===== src/rtl/pc_redirect_unit.sv =====
// pc_redirect_unit: fetch PC sequencer with ID-stage branch/jump redirect.
// Branch decode happens in ID; a taken transfer loads the target into the
// fetch PC. If the hazard unit is stalling when the transfer resolves, the
// target is parked in r_pend_pc and applied once the stall releases.
module pc_redirect_unit #(
    parameter logic [31:0] RESET_PC = 32'hBFC00000
) (
    input  logic        clk,
    input  logic        rst,
    input  logic        stall,
    input  logic        id_valid,
    input  logic [31:0] id_instr,
    input  logic [31:0] id_pc,
    input  logic        cmp_result,
    input  logic [31:0] rs_data,
    output logic [31:0] pc,
    output logic        pc_ce,
    output logic        redirect,
    output logic        addr_err
);

    typedef enum logic {
        RUN  = 1'b0,
        HOLD = 1'b1
    } state_t;

    localparam logic [5:0] OP_SPECIAL = 6'b000000;
    localparam logic [5:0] OP_REGIMM  = 6'b000001;
    localparam logic [5:0] OP_J       = 6'b000010;
    localparam logic [5:0] OP_JAL     = 6'b000011;
    localparam logic [5:0] OP_BEQ     = 6'b000100;
    localparam logic [5:0] OP_BNE     = 6'b000101;
    localparam logic [5:0] OP_BGTZ    = 6'b000111;
    localparam logic [5:0] FN_JR      = 6'b001000;
    localparam logic [5:0] FN_JALR    = 6'b001001;

    state_t      r_state;
    state_t      w_next_state;
    logic [31:0] r_pc;
    logic [31:0] w_next_pc;
    logic [31:0] r_pend_pc;
    logic [31:0] w_next_pend_pc;
    logic        r_pc_ce;
    logic        r_redirect;
    logic        r_addr_err;
    logic        w_load;

    logic [5:0]  w_opcode;
    logic [5:0]  w_funct;
    logic        w_is_cond;
    logic        w_is_abs;
    logic        w_is_reg;
    logic        w_take;
    logic [31:0] w_id_pc4;
    logic [31:0] w_br_offset;
    logic [31:0] w_target;

    assign w_opcode    = id_instr[31:26];
    assign w_funct     = id_instr[5:0];
    assign w_id_pc4    = id_pc + 32'd4;
    assign w_br_offset = {{14{id_instr[15]}}, id_instr[15:0], 2'b00};

    // Decode the control-transfer class and pick its target address.
    always_comb begin
        w_is_cond = (w_opcode == OP_BEQ) || (w_opcode == OP_BNE) ||
                    (w_opcode == OP_BGTZ) || (w_opcode == OP_REGIMM);
        w_is_abs  = (w_opcode == OP_J) || (w_opcode == OP_JAL);
        w_is_reg  = (w_opcode == OP_SPECIAL) &&
                    ((w_funct == FN_JR) || (w_funct == FN_JALR));
        w_take    = id_valid && (w_is_abs || w_is_reg || (w_is_cond && cmp_result));
        if (w_is_reg) begin
            w_target = rs_data;
        end else if (w_is_abs) begin
            w_target = {w_id_pc4[31:28], id_instr[25:0], 2'b00};
        end else begin
            w_target = w_id_pc4 + w_br_offset;
        end
    end

    // Next-state and next-PC selection; ID inputs only matter in RUN.
    always_comb begin
        w_next_state   = r_state;
        w_next_pc      = r_pc;
        w_next_pend_pc = r_pend_pc;
        w_load         = 1'b0;
        case (r_state)
            RUN: begin
                if (!stall) begin
                    if (w_take) begin
                        w_next_pc = w_target;
                        w_load    = 1'b1;
                    end else begin
                        w_next_pc = r_pc + 32'd4;
                    end
                end else if (w_take) begin
                    w_next_pend_pc = w_target;
                    w_next_state   = HOLD;
                end
            end
            HOLD: begin
                if (!stall) begin
                    w_next_pc    = r_pend_pc;
                    w_load       = 1'b1;
                    w_next_state = RUN;
                end
            end
            default: begin
                w_next_state = RUN;
            end
        endcase
    end

    // State register; reset always returns to RUN and drops any pending target.
    always_ff @(posedge clk) begin
        if (rst) begin
            r_state <= RUN;
        end else begin
            r_state <= w_next_state;
        end
    end

    // Registered fetch outputs and pending target.
    always_ff @(posedge clk) begin
        if (rst) begin
            r_pc       <= RESET_PC;
            r_pc_ce    <= 1'b0;
            r_redirect <= 1'b0;
            r_addr_err <= 1'b0;
            r_pend_pc  <= 32'd0;
        end else begin
            r_pc       <= w_next_pc;
            r_pc_ce    <= 1'b1;
            r_redirect <= w_load;
            r_addr_err <= r_addr_err | (w_load & (w_next_pc[1:0] != 2'b00));
            r_pend_pc  <= w_next_pend_pc;
        end
    end

    assign pc       = r_pc;
    assign pc_ce    = r_pc_ce;
    assign redirect = r_redirect;
    assign addr_err = r_addr_err;

endmodule


===== config.mk =====
export PLATFORM = sky130hd
export DESIGN_NAME = pc_redirect_unit
export DESIGN_NICKNAME = d
export VERILOG_FILES = /design/src/rtl/pc_redirect_unit.sv
export SDC_FILE = /design/constraint.sdc
export NUM_CORES = 1
export LEC_CHECK = 0
export ABC_AREA = 1
export BUFFER_PORTS_ARGS = -buffer_cell sky130_fd_sc_hd__buf_4
export CAP_MARGIN = 30
export CORE_ASPECT_RATIO = 1.25
export CORE_MARGIN = 5
export CORE_UTILIZATION = 30
export CTS_BUF_LIST = sky130_fd_sc_hd__clkbuf_2
export DETAILED_ROUTE_END_ITERATION = 10
export PLACE_DENSITY = 0.46
export SYNTH_ARGS = -nofsm -noshare
export SYNTH_HDL_FRONTEND = slang
export SYNTH_SLANG_ARGS = --single-unit

===== constraint.sdc =====
create_clock -name clk -period 9.4 [get_ports clk]
set_input_delay 1.88 -clock clk [delete_from_list [all_inputs] [get_ports clk]]
set_output_delay 1.88 -clock clk [all_outputs]
set_load 0.005 [all_outputs]

==> results of run 1 <==
==> cell families after synthesis <==
family | Yosys count | share of synthesized area [%]
adder cells (fa/ha/maj) | 39 | 6.859
AND/OR/NAND/NOR | 684 | 40.16
AO/OA/AOI/OAI | 230 | 17.01
XOR/XNOR | 53 | 6.459
buffers and inverters | 197 | 10.57
flip-flops | 68 | 18.94
==> worst paths after layout <==
kind | start | to | slack [ns] | depth (start not counted)
worst max-delay path | id_pc[4] | pc[20] | 4.45 | 21
worst max register to register | pc[2] | pc[26] | 6.84 | 13
worst min register to register | r_pend_pc[2] | r_pend_pc[2] | 0.47 | 2
worst min-delay path | r_pend_pc[2] | r_pend_pc[2] | 0.47 | 2
==> metrics by stage <==
| stage | utilization [%] | hold WS (ns) | power [mW] | setup slack [ns] | cell area [um^2] |
|---|---|---|---|---|---|
| 2_1_floorplan | - | 0.4411 | 0.5120 | 5.066 | 7187 |
| 3_3_place_gp | 35.70 | 0.4513 | 0.6564 | 3.946 | 8442 |
| 3_5_place_dp | 35.81 | 0.4525 | 0.6561 | 3.966 | 8469 |
| 4_1_cts | 36.27 | 0.4787 | 0.8299 | 4.551 | 8577 |
| 5_1_grt | 36.28 | 0.4923 | 0.8791 | 4.200 | 8579 |
| 6_report | 36.28 | 0.4746 | 0.8233 | 4.451 | 8579 |
==> cell type report <==
class	instances	area [um^2]	share of cell area, %
diodes	1	2.502	0.02917
clock buffers	11	55.05	0.6417
clock inverters	5	52.55	0.6125
inverters	155	581.8	6.781
multi-input cells	1006	5066	59.05
flip-flops and latches	68	1363	15.88
well taps	292	365.4	4.258
repair buffers	143	1094	12.75
==> flip-flops by register name, indices dropped and copies added, names as in the netlist <==
signal	cells
redirect	1
r_state	1
pc_ce	1
pc	32
addr_err	1
r_pend_pc	32
==> cell usage in the layout, fill, tap and decap left out, drive strengths merged, types with 10 or more instances in the layout <==
master	synthesis	layout
nor3	32	32
dfxtp	68	68
xnor2	21	21
ha	37	37
nand3	95	95
xor2	32	32
o21ai	75	75
inv	154	154
nor4	10	10
or2	10	10
nand4	17	17
nand2	390	390
clkbuf	24	11
a21oi	127	127
buf	18	143
nor2	121	121
==> metal layers <==
metal | global-route usage, % | up-vias
li1 | - | 4361
met1 | 25.94 | 3873
met2 | 40.43 | 170
met3 | 1.384 | 49
met4 | 8.909 | 0
met5 | 0 | -
==> worst register-to-register path: cells and delay by family, from the launching register on <==
kind,cells,cell delay [ns]
DFF,1,0.53
and+or+nand+nor,11,1.52
xor gates and xnor gates,1,0.17
adders and majority gates,1,0.25
==> power breakdown <==
group / internal, mW / leakage (nW) / total [mW] / switching, mW
clock: 0.0625 / 0.0733 / 0.172 / 0.109
sequential: 0.299 / 0.555 / 0.316 / 0.0171
combinational: 0.126 / 3.60 / 0.335 / 0.209
total: 0.488 / 4.23 / 0.823 / 0.335
==> cells in the mapped netlist, types with 4 or more instances <==
library cell,n
nor2_1,119
o221ai_1,5
xnor2_1,21
a31oi_1,4
o211ai_1,5
dfxtp_1,68
nor4_1,9
buf_2,16
nand2_1,389
xor2_1,32
a21oi_1,127
clkbuf_1,24
o21ai_1,7
nand3_1,94
nor3_1,30
ha_1,37
o21bai_1,7
inv_1,153
nand4_1,17
o21ai_0,68
nand3b_1,8
or2_2,9
==> impl_results.md, run 1 <==
- CTS hold repair buffers: 0
- Initial antenna violation count: 1
- Crit path DAT: 5.36 ns
- Area growth, synth to finish: 19.38%
- Crit. End Element: flip-flop
- Setup bufs post-CTS: 0
- Port Buffer Count: 135
- GRT overflow: 0
- Syn_area_per_cell: 5.655 um^2
- # Max-Cap Violations: 0
- DRC: 0
- Hold WC Path Type: flip-flop to flip-flop
- Top Layer Used: met4
- Synth async-reset ratio: 0%
- Leakage: 4.226 nW
- Slowest cell on crit path: ha_1
- Worst Path Buf+Inv: 3
- First-pass GRT wire length: 46370 um
- Post-synthesis cell area: 7187 um^2
- Sequential share of the synthesized area: 18.94%
- Worst Path Max Fanout: 5
- Core Box Area: 23650 um^2
- Layout Cells excl Fill: 1681
- Final setup vio count: 0
- Measured slew at the worst slew-check pin: 0.8222 ns
- RSZ-0062 raised after global routing: no
- Cell Pwr Density: 95.96 nW/um^2
- Clock-pin slew on the worst setup and hold paths: 0.19 ns
- CP top delay family: simple AND/OR/NAND/NOR gates
- Status: completed
- Remaining antenna violation count: 0
- CP cell instances: buf_4 > nand3_1 > nor3_1 > nand3_1 > nor3_1 > nand3_1 > nor2_1 > xor2_1 > inv_1 > ha_1 > nand2_1 > nor2_1 > inv_1 > nor2_1 > nand4_1 > nand4_1 > nand3_1 > nand2_1 > nand3_1 > nand3_1 > a21oi_1
- Peak supply drop: 0.05431 mV
- Initial Util: 30.39%
- Nets: 1522
- Mapped Cells: 1271
- Vias per inst: 5.029
- Slew margin rel.: 45.12%
- DP Cell Count: 1664
- HPWL after DPL: 24900 um
- Largest net degree at the start of global routing: 42
- CTS root buf: clkbuf_2
- Routed length per instance: 18.07 um
- Row Count: 63
- CTS H-tree lvls: 3
- Req. time, crit path: 9.81 ns
- Largest cells by area after synthesis: nand2_1 20%, dfxtp_1 19%, a21oi_1 8.8%, inv_1 8.0%, nand3_1 6.5%
- DR iter-0 viols: 425
- CP max stage delay: 0.39 ns
- FMAX: 202.1 MHz
- Share of layout cells above drive strength 1: 12.68%
- Number of global-route vias before repair: 8317
- Fill cell count: 2799
- Routed wl met2: 15570 um
- Die X: 148.4 um
- Final Cycle Share: 52.64%
- M1 WL: 12810 um
- Crit path top cell by count: nand3_1
- Endpoints failing hold: 0
- Clock sink count: 68
- Top FF cell, synth: dfxtp_1
- GR Util All Layers: 21.80%
- Setup TNS Final: 0 ns
- Synthesis Warnings: 0
- Final GP Congestion: 0.9644
- Ports: 136
- CTS buffer count: 9
- Met3 WL: 782 um
- Distinct cells, synth: 40
- Final WL: 30370 um
- WS Path Type: primary input to flip-flop
- Die Ht: 183.0 um
- Via count: 8453
- Crit start category: primary input
- Slew Limit Fails: 0
- Worst Skew: 0.02394 ns
- Post-synth EDFFs: 0
- Syn_nets: 1410
- Post_cts resized: 0
- Die area: 27170 um^2
- Post-synth top area share: 20.32%
- Clock tree buffer depth: 2
- Min cycle time layout: 4.949 ns
- Yosys reg bits: 68
- Worst-skew pair later-pin latency: 0.52 ns
- Drt first pass iters: 5
- CTS tree: done
- Cell type with the largest total area after synthesis: nand2_1
(Power assumes the default switching activity.)
==> run 2, diff against run 1 <==
==> constraint.sdc (replaced) <==
create_clock -name clk -period 5 [get_ports clk]
set_input_delay 1 -clock clk [delete_from_list [all_inputs] [get_ports clk]]
set_output_delay 1 -clock clk [all_outputs]
set_load 0.005 [all_outputs]
==> impl_results.md, run 2 (same netlist as run 1, synthesis figures left out) <==
- Status: completed
- CP top delay family: simple AND/OR/NAND/NOR gates
- Slowest cell on crit path: ha_1
- Ports: 136 (unchanged)
- Crit path top cell by count: nand2_1
- Crit. End Element: flip-flop
- Port Buffer Count: 135 (unchanged)
- First-pass GRT wire length: 46750 um (+0.83%)
- Layout Cells excl Fill: 1685 (+0.24%)
- Clock tree buffer depth: 2 (unchanged)
- Leakage: 4.229 nW (about the same)
- Commonest cells after routing, fill and taps aside: 389 x nand2_1, 153 x inv_1, 147 x buf_4
- Hold WC Path Type: flip-flop to flip-flop
- CP cell instances: buf_4 > nand3_1 > nor3_1 > nand3_1 > nor3_1 > nand3_1 > nor2_1 > xor2_1 > inv_1 > ha_1 > nand2_1 > nor2_1 > inv_1 > nor2_1 > nand4_1 > nand3_1 > nand2_1 > nand3_1 > nand2_1 > nand2_1 > nand2_1 > nand2_1 > nand2_1 > a21oi_1
- FMAX: 249.1 MHz
- Most common cell after layout, fill and taps aside: nand2_1
- Drt first pass iters: 5 (unchanged)
- Die area: 27170 um^2 (unchanged)
- Row Count: 63 (unchanged)
- Worst-skew pair later-pin latency: 0.51 ns (about the same)
- R2R Path Start: pc[2]
- Vias per inst: 5.042 (+0.27%)
- Worst setup path startpoint: id_pc[4]
- Clock-pin slew on the worst setup and hold paths: 0.19 ns (about the same)
- Remaining antenna violation count: 0 (unchanged)
- Req. time, crit path: 5.44 ns (-4.37 ns)
- Routed length per instance: 18.09 um (+0.15%)
- Critical Path Sink: pc[21]
- Nets: 1526 (+0.26%)
- Setup TNS Final: 0 ns (unchanged)
- Worst Path Max Fanout: 5 (unchanged)
- Met1 GRT Util: 25.90% (-0.049 points)
- DR iter-0 viols: 374 (-12%)
- Die Ht: 183.0 um (unchanged)
- CP max stage delay: 0.40 ns (about the same)
- CTS buffer count: 9 (unchanged)
- Slew Limit Fails: 0 (unchanged)
- Setup bufs post-CTS: 0 (unchanged)
- Cell Pwr Density: 179.6 nW/um^2 (+87%)
- CTS H-tree lvls: 3 (unchanged)
- GR Util All Layers: 21.96% (+0.15 points)
- Worst Path Buf+Inv: 3 (unchanged)
- Hold path startpoint: r_pend_pc[2]
- Measured slew at the worst slew-check pin: 0.8298 ns (+0.007584 ns)
- Post-place setup slack: 0.4772 ns (-3.489 ns)
- Initial antenna violation count: 1 (unchanged)
- Worst reg-to-reg path cell count: 13 (unchanged)
- Flop-to-flop setup slack: 2.58 ns (-4.26 ns)
- Worst r2r dst: pc[26]
- Peak supply drop: 0.1008 mV (+86%)
- Crit path DAT: 4.46 ns (-0.90 ns)
- HPWL after DPL: 25260 um (+1.4%)
- Number of global-route vias before repair: 8327 (+0.12%)
- Post_cts resized: 0 (unchanged)
- Final setup vio count: 0 (unchanged)
- DP Cell Count: 1668 (+0.24%)
- Endpoints failing hold: 0 (unchanged)
- WP depth: 24 (+14%)
- Share of layout cells above drive strength 1: 12.86% (+0.18 points)
- Worst Skew: 0.01877 ns (-0.005171 ns)
- Core Box Area: 23650 um^2 (unchanged)
- Final GP Congestion: 0.9447 (-2.0%)
- DRC: 0 (unchanged)
- RSZ-0062 raised after global routing: no
- Final WL: 30490 um (+0.39%)
- Met3 Resource Use GR: 1.953% (+0.57 points)
- Via count: 8496 (+0.51%)
- Fin Hold WS: 0.4825 ns (+0.007899 ns)
- Final worst setup slack: 0.9861 ns (-3.465 ns)
- WS Path Type: primary input to flip-flop
- Clock sink count: 68 (unchanged)
- Largest net degree at the start of global routing: 41 (-2.4%)
- CTS tree: done
- Crit start category: primary input
- CTS hold repair buffers: 0 (unchanged)
- Die X: 148.4 um (unchanged)
- Min cycle time layout: 4.014 ns
- Initial Util: 30.39% (unchanged)
- Final Cycle Share: 80.28%
- # Max-Cap Violations: 0 (unchanged)
- GRT overflow: 0 (unchanged)
- Slew margin rel.: 44.62% (-0.51 points)
- CTS root buf: clkbuf_2
- Area growth, synth to finish: 19.48% (about the same)
- Busiest grt layer: met2
- Met2 Use GR: 40.83% (+0.40 points)
-- run 2: cell types whose count changed in the layout (fill, tap and decap cells not counted) --
cell        delta
buf_4          +5
buf_16         -1
clkbuf_2       -1
clkinv_1       +1
clkinv_4       -1
clkinvlp_4     +1
-- run 2: how the worst min path moves through the flow --
stage                     slack [ns]  cells past startpoint      endpoint
after floorplan                 0.44                      2  r_pend_pc[5]
after global placement          0.45                      2      addr_err
after detailed placement        0.46                      2      addr_err
after CTS                       0.48                      2  r_pend_pc[2]
after global routing            0.51                      2  r_pend_pc[5]
final                           0.48                      2  r_pend_pc[2]
-- run 2: layout make-up --
cell class	instances	area, um^2
Antenna cell	1	2.502
Clock buffer	10	50.05
Clock inverter	6	55.05
Fill cell	2776	15060
Inverter	155	581.8
Multi-Input combinational cell	1006	5066
Sequential cell	68	1363
Tap cell	292	365.4
Timing Repair Buffer	147	1104
-- run 2: through the flow --
step / util (%) / power, mW / cell area (um^2)
after detailed placement: 35.86 / 1.233 / 8479
after global routing: 36.31 / 1.651 / 8587
after CTS: 36.30 / 1.553 / 8584
final: 36.31 / 1.542 / 8587
after floorplan: - / 0.9626 / 7187
after global placement: 35.86 / 1.234 / 8479
-- run 2: power by group --
part           switching [mW]  internal (mW)
Combinational           0.391          0.236
Clock                   0.207          0.113
Sequential             0.0325          0.563
Total                   0.631          0.911
-- run 2: per-layer routing --
| metal | vias up | share of wire, % | wire [um] |
|---|---|---|---|
| met4 | 0 | 3.9 | 1180 |
| met5 | - | 0 | 0 |
| met2 | 195 | 52 | 15770 |
| li1 | 4358 | - | - |
| met3 | 53 | 2.7 | 809 |
| met1 | 3890 | 42 | 12720 |
-- run 2: worst min-delay path: cells and delay by family, from the launching register on --
| family | cells | cell delay, ns |
|---|---|---|
| AND/OR/NAND/NOR | 1 | 0.06 |
| flip-flops | 1 | 0.36 |
| AO/OA/AOI/OAI | 1 | 0.05 |
